## src/rtl/uart_pkg.sv

```systemverilog
// Shared UART definitions: oversampling ratio, parity modes, receiver states
// and the per-bit sample tick indices.
package uart_pkg;

  localparam int unsigned OVERSAMPLE  = 16;

  localparam int unsigned PARITY_NONE = 0;
  localparam int unsigned PARITY_ODD  = 1;
  localparam int unsigned PARITY_EVEN = 2;

  localparam logic [3:0] TICK_SAMPLE_A = 4'd7;
  localparam logic [3:0] TICK_SAMPLE_B = 4'd8;
  localparam logic [3:0] TICK_SAMPLE_C = 4'd9;
  localparam logic [3:0] TICK_BIT_END  = 4'(OVERSAMPLE - 1);

  typedef enum logic [2:0] {
    ST_IDLE,
    ST_START,
    ST_DATA,
    ST_PARITY,
    ST_STOP,
    ST_WAIT_IDLE
  } rx_state_t;

  function automatic logic majority3(input logic a, input logic b, input logic c);
    return (a & b) | (a & c) | (b & c);
  endfunction

endpackage

```

## src/rtl/uart_baud_tick.sv

```systemverilog
// Oversample tick generator: one-cycle tick every CLKS_PER_TICK clocks,
// phase restarted by clear.
module uart_baud_tick #(
  parameter int unsigned CLKS_PER_TICK = 4
) (
  input  logic clk,
  input  logic rst,
  input  logic clear,
  output logic tick
);

  localparam int unsigned CW = (CLKS_PER_TICK > 1) ? $clog2(CLKS_PER_TICK) : 1;
  localparam logic [CW-1:0] LAST = CW'(CLKS_PER_TICK - 1);

  logic [CW-1:0] cnt;

  always_ff @(posedge clk or posedge rst) begin
    if (rst)
      cnt <= '0;
    else if (clear || cnt == LAST)
      cnt <= '0;
    else
      cnt <= cnt + CW'(1);
  end

  assign tick = (cnt == LAST);

endmodule

```

## src/rtl/uart_rx_param.sv

```systemverilog
// Parameterised UART receiver: 16x oversampling, 3-sample majority vote,
// optional parity, 1 or 2 stop bits, frame-error and break detection.
module uart_rx_param
  import uart_pkg::*;
#(
  parameter int unsigned CLKS_PER_TICK = 4,
  parameter int unsigned DATA_BITS     = 8,
  parameter int unsigned PARITY        = 0,
  parameter int unsigned STOP_BITS     = 1
) (
  input  logic                 clk,
  input  logic                 rst,
  input  logic                 rx_serial_in,
  output logic [DATA_BITS-1:0] rx_data_out,
  output logic                 rx_done,
  output logic                 rx_parity_err,
  output logic                 rx_frame_err,
  output logic                 rx_break,
  output logic                 rx_busy
);

  localparam logic [3:0] LAST_DATA  = 4'(DATA_BITS);
  localparam logic       HAS_PARITY = (PARITY != PARITY_NONE);
  localparam logic       LAST_STOP  = 1'(STOP_BITS - 1);

  logic sync1, rx_s, rx_prev;

  rx_state_t state, state_n;
  logic       tick, tick_clear;
  logic [3:0] tick_idx, tick_idx_n, tick_nxt;
  logic [1:0] samp, samp_n;
  logic [3:0] bit_cnt, bit_cnt_n;
  logic       stop_cnt, stop_cnt_n;
  logic [DATA_BITS-1:0] shreg, shreg_n, data_n;
  logic par_bit, par_bit_n, ferr_acc, ferr_acc_n;
  logic done_n, perr_n, ferr_n, brk_n;
  logic start_edge, bit_val, decide, bit_end, exp_par, zero_frame;

  always_ff @(posedge clk or posedge rst) begin
    if (rst) begin
      sync1   <= 1'b1;
      rx_s    <= 1'b1;
      rx_prev <= 1'b1;
    end else begin
      sync1   <= rx_serial_in;
      rx_s    <= sync1;
      rx_prev <= rx_s;
    end
  end

  uart_baud_tick #(.CLKS_PER_TICK(CLKS_PER_TICK)) u_tick (
    .clk   (clk),
    .rst   (rst),
    .clear (tick_clear),
    .tick  (tick)
  );

  assign tick_nxt   = tick_idx + 4'd1;
  assign start_edge = rx_prev & ~rx_s;
  assign bit_val    = majority3(samp[0], samp[1], rx_s);
  assign decide     = tick && (tick_nxt == TICK_SAMPLE_C);
  assign bit_end    = tick && (tick_idx == TICK_BIT_END);
  assign exp_par    = (PARITY == PARITY_ODD) ? ~^shreg : ^shreg;
  assign zero_frame = (shreg == '0) && (!HAS_PARITY || !par_bit);
  assign rx_busy    = state inside {ST_START, ST_DATA, ST_PARITY, ST_STOP};

  always_comb begin
    state_n    = state;
    tick_clear = 1'b0;
    tick_idx_n = tick_idx;
    samp_n     = samp;
    bit_cnt_n  = bit_cnt;
    stop_cnt_n = stop_cnt;
    shreg_n    = shreg;
    par_bit_n  = par_bit;
    ferr_acc_n = ferr_acc;
    done_n     = 1'b0;
    data_n     = rx_data_out;
    perr_n     = rx_parity_err;
    ferr_n     = rx_frame_err;
    brk_n      = rx_break;

    if (tick && rx_busy) begin
      tick_idx_n = tick_nxt;
      if (tick_nxt == TICK_SAMPLE_A) samp_n[0] = rx_s;
      if (tick_nxt == TICK_SAMPLE_B) samp_n[1] = rx_s;
    end

    case (state)
      ST_IDLE: begin
        if (start_edge) begin
          state_n    = ST_START;
          tick_clear = 1'b1;
          tick_idx_n = '0;
          bit_cnt_n  = '0;
          stop_cnt_n = 1'b0;
          ferr_acc_n = 1'b0;
        end
      end
      ST_START: begin
        if (decide && bit_val)
          state_n = ST_IDLE;
        else if (bit_end)
          state_n = ST_DATA;
      end
      ST_DATA: begin
        if (decide) begin
          shreg_n   = {bit_val, shreg[DATA_BITS-1:1]};
          bit_cnt_n = bit_cnt + 4'd1;
        end
        if (bit_end && bit_cnt == LAST_DATA)
          state_n = HAS_PARITY ? ST_PARITY : ST_STOP;
      end
      ST_PARITY: begin
        if (decide) par_bit_n = bit_val;
        if (bit_end) state_n = ST_STOP;
      end
      ST_STOP: begin
        // Frame completes at the tick-9 decision, not the bit end, so a
        // start bit immediately after the last stop bit is still caught.
        if (decide) begin
          if (!stop_cnt && !bit_val && zero_frame) begin
            done_n     = 1'b1;
            data_n     = shreg;
            perr_n     = HAS_PARITY && (par_bit != exp_par);
            ferr_n     = 1'b1;
            brk_n      = 1'b1;
            state_n    = ST_WAIT_IDLE;
            tick_clear = 1'b1;
          end else if (stop_cnt == LAST_STOP) begin
            done_n  = 1'b1;
            data_n  = shreg;
            perr_n  = HAS_PARITY && (par_bit != exp_par);
            ferr_n  = ferr_acc | ~bit_val;
            brk_n   = 1'b0;
            state_n = ST_IDLE;
          end else begin
            ferr_acc_n = ~bit_val;
            stop_cnt_n = 1'b1;
          end
        end
      end
      ST_WAIT_IDLE: begin
        // Holding the tick phase in clear while low means a tick only fires
        // after a full tick of uninterrupted high line.
        tick_clear = ~rx_s;
        if (tick && rx_s) state_n = ST_IDLE;
      end
      default: state_n = ST_WAIT_IDLE;
    endcase
  end

  always_ff @(posedge clk or posedge rst) begin
    if (rst) begin
      state         <= ST_WAIT_IDLE;
      tick_idx      <= '0;
      samp          <= '0;
      bit_cnt       <= '0;
      stop_cnt      <= 1'b0;
      shreg         <= '0;
      par_bit       <= 1'b0;
      ferr_acc      <= 1'b0;
      rx_data_out   <= '0;
      rx_done       <= 1'b0;
      rx_parity_err <= 1'b0;
      rx_frame_err  <= 1'b0;
      rx_break      <= 1'b0;
    end else begin
      state         <= state_n;
      tick_idx      <= tick_idx_n;
      samp          <= samp_n;
      bit_cnt       <= bit_cnt_n;
      stop_cnt      <= stop_cnt_n;
      shreg         <= shreg_n;
      par_bit       <= par_bit_n;
      ferr_acc      <= ferr_acc_n;
      rx_data_out   <= data_n;
      rx_done       <= done_n;
      rx_parity_err <= perr_n;
      rx_frame_err  <= ferr_n;
      rx_break      <= brk_n;
    end
  end

endmodule

```

## config.mk

```make
export PLATFORM = sky130hd
export DESIGN_NAME = uart_rx_param
export DESIGN_NICKNAME = d
export VERILOG_FILES = /design/src/rtl/uart_pkg.sv /design/src/rtl/uart_baud_tick.sv /design/src/rtl/uart_rx_param.sv
export SDC_FILE = /design/constraint.sdc
export NUM_CORES = 1
export LEC_CHECK = 0
export BUFFER_PORTS_ARGS = -buffer_cell sky130_fd_sc_hd__buf_4
export CAP_MARGIN = 20
export CORE_AREA = 2 2 84 46
export DETAILED_ROUTE_END_ITERATION = 10
export DIE_AREA = 0 0 86 48
export PLACE_DENSITY = 0.75
export SETUP_SLACK_MARGIN = 0.02
export SLEW_MARGIN = 0
export SYNTH_ARGS = -nofsm -noshare
export SYNTH_HDL_FRONTEND = slang
export SYNTH_SLANG_ARGS = --single-unit
export TNS_END_PERCENT = 5
```

## constraint.sdc

```tcl
create_clock -name clk -period 3.2 [get_ports clk]
set_clock_uncertainty 0.1 [all_clocks]
set_input_delay 0.32 -clock clk [delete_from_list [all_inputs] [get_ports clk]]
set_output_delay 0.32 -clock clk [all_outputs]
set_load 0.01 [all_outputs]
```

==> results.md, run 1 <==
* Syn Nets at 175
* Seq pwr share at 0.474
* Chip width at 86 um
* Post-synthesis cell count at 165
* Crit path max-delay family: simple AND/OR/NAND/NOR gates
* Slowest library cell on the worst path: or4_4
* Fin nets at 192
* Max Cap Violations at 0
* H-tree depth at 2
* Placed cells at 217
* Vias post-DR at between 1,000 and 1,500
* CP Launch Point: tick_idx[1]
* Clock power share at 0.255
* Switch share at 0.343
* Critical Path Stages at 6
* Max Root-Sink Buffers at 2
* DRC Markers at 0
* Post-CTS Hold Buffers at 0
* Crit Path Max Fanout at 10
* Leak pwr at 0.00102 uW
* Inserted Diodes at 0
* Psw at 451 uW
* RSZ-0062 raised after global routing: no
* Worst Reg-to-Reg Cells at 6
* VDD IR-drop max at just over 300 uV
* Row Count at 15
* Hold Path Class: primary input to register
* Fmax at slightly above 0.4 GHz
* CP Capture Point: rx_data_out[0]
* Reg-to-Reg Start: tick_idx[1]
* Rel. slew slack at 0.471
* Setup TNS at 0 ns
* Top-area cell type share of the netlist area at 0.441
* Largest family of logic cells by synthesized area: simple AND/OR/NAND/NOR gates
* Grt ovf at 0
* Cell Pwr Density at 626 nW/um^2
* Hold Fails Final Rpt at 0
* Die ar. at 4130 um^2
* Worst Tran Pin Value at 0.787 ns
* First-pass GRT wire length at 5630 um
* Latest clock arrival within the worst-skew pair at 0.29 ns
* Post-CTS sizing at 0
* Reg-to-reg endpoint: rx_data_out[0]
* Ys Warns at 0
* IO Pins at 16
* Library cells used by synthesis at 40
* Hold WS at 0.0390 ns
* Core ar. at 3320 um^2
* Final design utilization at 0.632
* Pin count of the biggest net entering global routing at 39
* R2r setup slk at 0.75 ns
* Post-Route WL at ~3600 um
* Final ANT Viol Nets at 0
* Routed wire per std cell at roughly 16 um
* Critical Path AT at about 2.5 ns
* Clock transition at path regs at 0.07 ns
* Share of layout cells above drive strength 1 at 0.284
* Via-per-instance ratio at 5.68
* CP cell instances: ha_1, and2_1, a21o_4, a21oi_4, or4_4, mux2_4
* Post-Syn Area at 1870 um^2
* Adder-Cell Fraction of Synth Area at 0.0468
* Crit. End Element: register
* Placer Congestion at 0.897
* I/O Buffers at 14
* Sequential cell area fraction in the yosys report at 0.511
* Dominant cells by area after synthesis: dfrtp_1 (44%), mux2_4 (7.2%), dfstp_2 (7.0%)
* Hpwl dp at approximately 2700 um
* Drt pass-1 iters at 5
* Syn avg cell area at 11.3 um^2
* Final setup vio count at 0
* Initial antenna violation count at 0
* Comb pwr share at 0.271
* Compound-Gate Fraction of Synth Area at 0.0849
* Status: finished, final reports clean
* Synth Register Bits at 38
* Critical Path RT at 3.27 ns
* Area Overhead vs Synth at 12.2%
* Root Buffer: clkbuf_8
* Mux contribution to synthesized area at 0.137
* Clock sink count at 38
* CTS tree: built
* Post-CTS setup buffers at 0
* Post-Layout Cell Count at 225
* Total CTS buffers at 5
* Die Y at 48 um
* Critical path launch point type: register
* Final Max Tran Viols at 0
* Synth Area in Simple Gates at 0.158
* Crit path buffers/inverters at 0
* Int Pwr at 864 uW
* CP Class: register to register
* Area leader, netlist: dfrtp_1
* Initial DRC Count at 165
* Vias in the first global route at 1,137
* Post-Synth XOR/XNOR Area at 0.0187
* Largest stage delay, worst path at between 0.6 and 0.7 ns
* Initial Utilization at 0.563
* Final Cycle Share at 0.765
* GRT Util Overall at 0.196
* Final min period at 2.45 ns
==> power groups by stage <==
stage,logic [uW],clock network (uW),registers [uW]
after floorplan,318,0,586
after global placement,325,0,620
after detailed placement,352,0,628
after CTS,354,347,619
after global routing,395,368,633
final,356,336,623
==> through the flow <==
stage	total power [uW]	cell area [um^2]	setup slack (ns)
after floorplan	904	1870	0.930
after global placement	945	2010	0.930
after detailed placement	980	2010	0.783
after CTS	1320	2100	0.773
after global routing	1400	2100	0.654
final	1320	2100	0.751
==> how the worst min path moves through the flow <==
stage,to,cells past startpoint,start
5_1_grt,sync1,1,rx_serial_in
4_1_cts,sync1,1,rx_serial_in
3_5_place_dp,rx_s,0,sync1
6_report,sync1,1,rx_serial_in
2_1_floorplan,sync1,0,rx_serial_in
3_3_place_gp,rx_s,0,sync1
==> cell type report <==
cell class,instances,area (um^2)
Multi-Input combinational cell,111,838
Tap cell,42,52.6
Fill cell,262,1220
Timing Repair Buffer,16,120
Inverter,10,37.5
Sequential cell,38,957
Clock buffer,6,82.6
Clock inverter,2,12.5
==> cells in the mapped netlist, drive strengths merged <==
library cell and number:
clkbuf 2, nor2 14, o311a 1, a21o 2
or3 3, nand2 10, o211ai 1, and3 3
o311ai 1, buf 4, o221ai 1, dfstp 5
nand4 2, o21ai 9, or4b 1, xor2 2
nand3 6, and2 3, or4 1, a21oi 6
nand3b 1, mux2 18, nor3 3, conb 1
a211oi 2, ha 7, nor4 4, nand2b 2
nor3b 2, dfrtp 33, or3b 1, inv 10
mux2i 2, xnor2 2
==> layout by cell type (no fill, tap or decap), types with 2 or more instances in the layout <==
cell type and instances:
a211oi_1 2, nand2b_1 2, and2_1 3, nor3_1 3
nand3_1 6, o21ai_0 9, ha_1 7, dfrtp_1 33
clkbuf_8 6, mux2i_1 2, nor4_1 4, a21oi_1 5
nor2_1 13, buf_4 16, dfstp_2 5, xnor2_1 2
inv_1 10, nor3b_1 2, xor2_1 2, or3_1 3
nand4_1 2, nand2_1 10, and3_1 3, mux2_4 9
mux2_2 9
==> registers in the layout, summed over array words and instances, names as in the netlist <==
name,cells
bit_cnt,4
ferr_acc,1
rx_break,1
rx_data_out,8
rx_done,1
rx_frame_err,1
rx_prev,1
rx_s,1
samp,2
shreg,8
state,3
sync1,1
tick_idx,4
u_tick.cnt,2
==> metal layers <==
metal  wire length (um)  vias up  GRT usage
met4                 14        0     0.0952
met5                  0        -          0
li1                   -      612          -
met2               1600       40      0.287
met1               1750      624      0.272
met3                230        2     0.0569
==> cells by family after synthesis <==
logic type,after synthesis
muxes,20
and+or+nand+nor,56
adders and majority gates,7
xor gates and xnor gates,4
DFF,38
other,1
AOI/OAI and AO/OA,23
buffers and inverters,16
No activity file was read; power rests on OpenSTA's default activity.
==> run 2, diff against run 1 <==
- clock period: 3.2 -> 2.3 ns (I/O delays scaled with it)
==> results.md, run 2 (same netlist as run 1, synthesis figures left out) <==
* Pin count of the biggest net entering global routing at 39 (unchanged)
* Inserted Diodes at 0 (unchanged)
* Critical path launch point type: register
* Placed cells at 224 (+3.2%)
* GRT Util Overall at 0.187 (-0.00847)
* Cell Pwr Density at 863 nW/um^2 (+38%)
* Hold Fails Final Rpt at 0 (unchanged)
* Initial DRC Count at 94 (-43%)
* Crit Path Max Fanout at 10 (unchanged)
* Crit path buffers/inverters at 0 (unchanged)
* IO Pins at 16 (unchanged)
* WHS Path Cells at 0 (-1)
* Die Y at 48 um (unchanged)
* Hpwl dp at 2570 um (-4.2%)
* Post-CTS setup buffers at 0 (unchanged)
* Final Cycle Share at 0.953 (+0.188)
* Clock transition at path regs at 0.07 ns (about the same)
* Max Root-Sink Buffers at 2 (unchanged)
* Hold Path Class: register to register
* Largest regs: rx_data_out (8), shreg (8)
* Vias post-DR at 1,283 (+0.39%)
* Post-CTS sizing at 0 (unchanged)
* Most frequent cells in the layout: dfrtp_1 (33), buf_4 (23), nor2_1 (13)
* Final setup vio count at 0 (unchanged)
* Setup TNS at 0 ns (unchanged)
* Root Buffer: clkbuf_8
* Drt pass-1 iters at 4 (-1)
* Post-Layout Cell Count at 234 (+4.0%)
* Vias in the first global route at 1,192 (+4.8%)
* CP cell instances: ha_1, and2_1, a21o_4, a21oi_4, or4_4, mux2_4
* Max Cap Violations at 0 (unchanged)
* CTS tree: built
* Row Count at 15 (unchanged)
* Placer Congestion at 0.905 (+0.84%)
* I/O Buffers at 14 (unchanged)
* Final min period at 2.19 ns (-0.257 ns)
* Die ar. at 4130 um^2 (unchanged)
* Fin nets at 201 (+4.7%)
* RSZ-0062 raised after global routing: yes
* Final ANT Viol Nets at 0 (unchanged)
* Via-per-instance ratio at 5.48 (-3.5%)
* Initial antenna violation count at 0 (unchanged)
* Critical Path AT at 2.26 ns (-0.26 ns)
* VDD IR-drop max at 421 uV (+35%)
* Worst Reg-to-Reg Cells at 6 (unchanged)
* Leak pwr at 0.00106 uW (+3.9%)
* DRC Markers at 0 (unchanged)
* Critical Path RT at 2.37 ns (-0.90 ns)
* Fmax at 0.456 GHz (+12%)
* Final Max Tran Viols at 0 (unchanged)
* Crit path max-delay family: simple AND/OR/NAND/NOR gates
* Critical Path Stages at 6 (unchanged)
* Core ar. at 3320 um^2 (unchanged)
* Slowest library cell on the worst path: or4_4
* Initial Utilization at 0.563 (unchanged)
* Share of layout cells above drive strength 1 at 0.297 (+0.0127)
* Post-Route WL at 3480 um (-3.1%)
* Status: finished, final reports clean
* Commonest non-fill, non-tap cell in the layout: dfrtp_1
* Area Overhead vs Synth at 15.8%
* Largest stage delay, worst path at 0.66 ns (about the same)
* Grt ovf at 0 (unchanged)
* CP Class: register to register
* Crit. End Element: register
* First-pass GRT wire length at 5540 um (-1.6%)
* Routed wire per std cell at 14.9 um (-6.8%)
* H-tree depth at 2 (unchanged)
* Latest clock arrival within the worst-skew pair at 0.28 ns (about the same)
* Total CTS buffers at 5 (unchanged)
* Chip width at 86 um (unchanged)
* Clock sink count at 38 (unchanged)
## run 2: changes by cell type in the layout (fill, tap and decap cells not counted), sizes merged
cell	delta
dlygate4sd3	+2
buf	+7
clkbuf	+2
clkinv	-1
clkinvlp	-1
## run 2: report_power, final
part,leakage [uW],internal [uW],switching (uW)
combinational,0.000521,270,312
clock,0.0000455,244,218
sequential,0.000498,745,82.6
total,0.00106,1260,613
## run 2: layout make-up
class / count / area [um^2]
multi-input cells: 111 / 838
fillers: 246 / 1150
well taps: 42 / 52.6
flip-flops and latches: 38 / 957
repair buffers: 25 / 193
inverters: 10 / 37.5
clock buffers: 8 / 90.1
## run 2: what timing repair did
action,in CTS,in global routing
hold buffers,2,0
hold endpoints to repair,34,0
setup endpoints to repair,0,1
## run 2: final timing paths
kind,slack (ns),endpoint,startpoint
max in group asynchronous,1.21,state[2],rst
hold reg to reg,0.26,rx_s,sync1
hold / removal,0.26,rx_s,sync1
setup reg to reg,0.11,rx_data_out[5],tick_idx[1]
min in group asynchronous,0.53,rx_data_out[3],rst
setup / recovery,0.11,rx_data_out[5],tick_idx[1]
## run 2: stage by stage
stage	worst slack, ns	cell area [um^2]	hold slack, ns	util	total power, uW
CTS	0.112	2170	0.262	0.653	1880
global placement	0.178	2060	0.238	0.620	1380
floorplan	0.0295	1870	0.134	-	1260
detailed placement	0.119	2060	0.243	0.620	1420
global route	0.0190	2170	0.263	0.653	2000
finish	0.108	2170	0.260	0.653	1870
## run 2: layer usage
metal | wire, um | vias up | global-route usage
met5 | 0 | - | 0
met4 | 32 | 0 | 0.0698
met3 | 130 | 5 | 0.0517
met2 | 1450 | 24 | 0.273
met1 | 1870 | 621 | 0.271
li1 | - | 633 | -
## run 2: worst register-to-register path: stages, from the launching register on
cell and delay, ns:
dfrtp_1 0.35, ha_1 0.25, and2_1 0.19, a21o_4 0.14, a21oi_4 0.06, or4_4 0.66, mux2_4 0.34
==> run 3, diff against run 2 <==
- CORE_AREA: 2 2 84 46 -> 2 2 81 44
- DIE_AREA: 0 0 86 48 -> 0 0 83 46
- PLACE_DENSITY: 0.75 -> 0.81
- clock period: 2.3 -> 2.84 ns (I/O delays scaled with it)
==> results.md, run 3 (same netlist as run 1, synthesis figures left out) <==
* Worst Tran Pin Value at around 0.76 ns
* Final design utilization at 0.661 (+0.00848)
* Max Cap Violations at 0 (unchanged)
* First-pass GRT wire length at 6550 um (+18%)
* IO Pins at 16 (unchanged)
* Placer Congestion at 0.838 (-7.4%)
* Critical Path RT at 2.91 ns (+0.54 ns)
* Hold Fails Final Rpt at 0 (unchanged)
* Grt ovf at 0 (unchanged)
* Fmax at 0.405 GHz (-11%)
* Core ar. at 3210 um^2 (-3.4%)
* Max Root-Sink Buffers at 2 (unchanged)
* Commonest non-fill, non-tap cell in the layout: dfrtp_1
* Final min period at 2.47 ns (+0.277 ns)
* Crit Path Max Fanout at 10 (unchanged)
* Critical path launch point type: register
* Final Cycle Share at 0.869 (-0.0838)
* Via-per-instance ratio at 5.92 (+8.0%)
* Post-Route WL at 3840 um (+10%)
* CP Class: register to register
* Clock transition at path regs at 0.07 ns (about the same)
* VDD IR-drop max at 369 uV (-12%)
* Largest regs: rx_data_out (8), shreg (8)
* Fin nets at 193 (-4.0%)
* Status: finished, final reports clean
* Hold Path Class: primary input to async pin
* Inserted Diodes at 0 (unchanged)
* DRC Markers at 0 (unchanged)
* Cell Pwr Density at 729 nW/um^2 (-15%)
* Final Max Tran Viols at 0 (unchanged)
* Rel. slew slack at 0.489
* Fill count at 243 (-1.2%)
* Post-CTS sizing at 0 (unchanged)
* Vias in the first global route at 1,351 (+13%)
* Final ANT Viol Nets at 0 (unchanged)
* Overall power at 1550 uW (-17%)
* Worst Reg-to-Reg Cells at 6 (unchanged)
* Multi-input logic area at 838 um^2 (unchanged)
* Clock sink count at 38 (unchanged)
* CTS tree: built
* RSZ-0062 raised after global routing: no
* Latest clock arrival within the worst-skew pair at 0.28 ns (about the same)
* Pin count of the biggest net entering global routing at 39 (unchanged)
* Chip width at 83 um (-3.5%)
* Most frequent cells in the layout: dfrtp_1 (33), buf_4 (16), nor2_1 (13)
* Final setup vio count at 0 (unchanged)
* Share of layout cells above drive strength 1 at 0.272 (-0.0251)
* Initial antenna violation count at 0 (unchanged)
* I/O Buffers at 14 (unchanged)
* Drt pass-1 iters at 4 (unchanged)
* Vias post-DR at 1,338 (+4.3%)
* Routed wire per std cell at 17.0 um (+14%)
* Critical Path AT at 2.54 ns (+0.28 ns)
* Hpwl dp at 2880 um (+12%)
* Seq. cell area at 957 um^2 (unchanged)
* Total CTS buffers at 5 (unchanged)
* Initial Utilization at 0.583 (+0.0198)
* GRT Util Overall at 0.228 (+0.0409)
* Initial DRC Count at 95 (+1.1%)
* Row Count at 15 (unchanged)
* H-tree depth at 2 (unchanged)
* Die Y at 46 um (-4.2%)
* Area Overhead vs Synth at 13.4%
* Crit. End Element: register
* Leak pwr at 0.00103 uW (-2.9%)
* Setup TNS at 0 ns (unchanged)
* Die ar. at 3820 um^2 (-7.5%)
* Root Buffer: clkbuf_8
run 3: worst max-delay path, stage by stage (launching register included):
cell and delay (ns):
dfrtp_1 0.49, ha_1 0.32, and2_1 0.20, a21o_4 0.15, a21oi_4 0.08, or4_4 0.67, mux2_4 0.34
run 3: cell type report:
type / instances / share of cell area
Timing Repair Buffer: 17 / 0.0613
Clock buffer: 7 / 0.0360
Multi-Input combinational cell: 111 / 0.395
Tap cell: 42 / 0.0248
Inverter: 10 / 0.0177
Clock inverter: 1 / 0.0142
Sequential cell: 38 / 0.451
run 3: timing repair:
item                      in CTS  in global routing
buffers inserted               0                  0
hold endpoints to repair       1                  0
hold buffers                   1                  0
run 3: routing by layer:
metal | wire (um) | track usage | part of all wire
met5 | 0 | 0 | 0
met2 | 1850 | 0.394 | 0.48
met4 | 39 | 0.0754 | 0.010
met3 | 243 | 0.0598 | 0.063
met1 | 1710 | 0.291 | 0.44
run 3: per-stage QoR:
| stage | cells | hold slack [ns] | area, um^2 | setup WS, ns |
|---|---|---|---|---|
| floorplan | 165 | 0.188 | 1870 | 0.570 |
| CTS | 226 | 0.0322 | 2120 | 0.387 |
| finish | 226 | 0.00958 | 2120 | 0.371 |
| global placement | 217 | 0.246 | 2010 | 0.576 |
| global route | 226 | 0.0664 | 2120 | 0.283 |
| detailed placement | 217 | 0.249 | 2010 | 0.396 |
run 3: path summary, 6_finish.rpt:
kind,start,to,slack (ns)
setup / recovery,tick_idx[1],rx_data_out[3],0.37
hold / removal,rst,shreg[4],0.01
setup reg to reg,tick_idx[1],rx_data_out[3],0.37
max in group asynchronous,rst,state[0],2.27
hold reg to reg,sync1,rx_s,0.26
min in group clk,sync1,rx_s,0.26
run 3: power by group:
part	total (uW)	internal (uW)	switching (uW)
Sequential	708	603	105
Clock	435	263	173
Combinational	405	176	229
Total	1550	1040	507
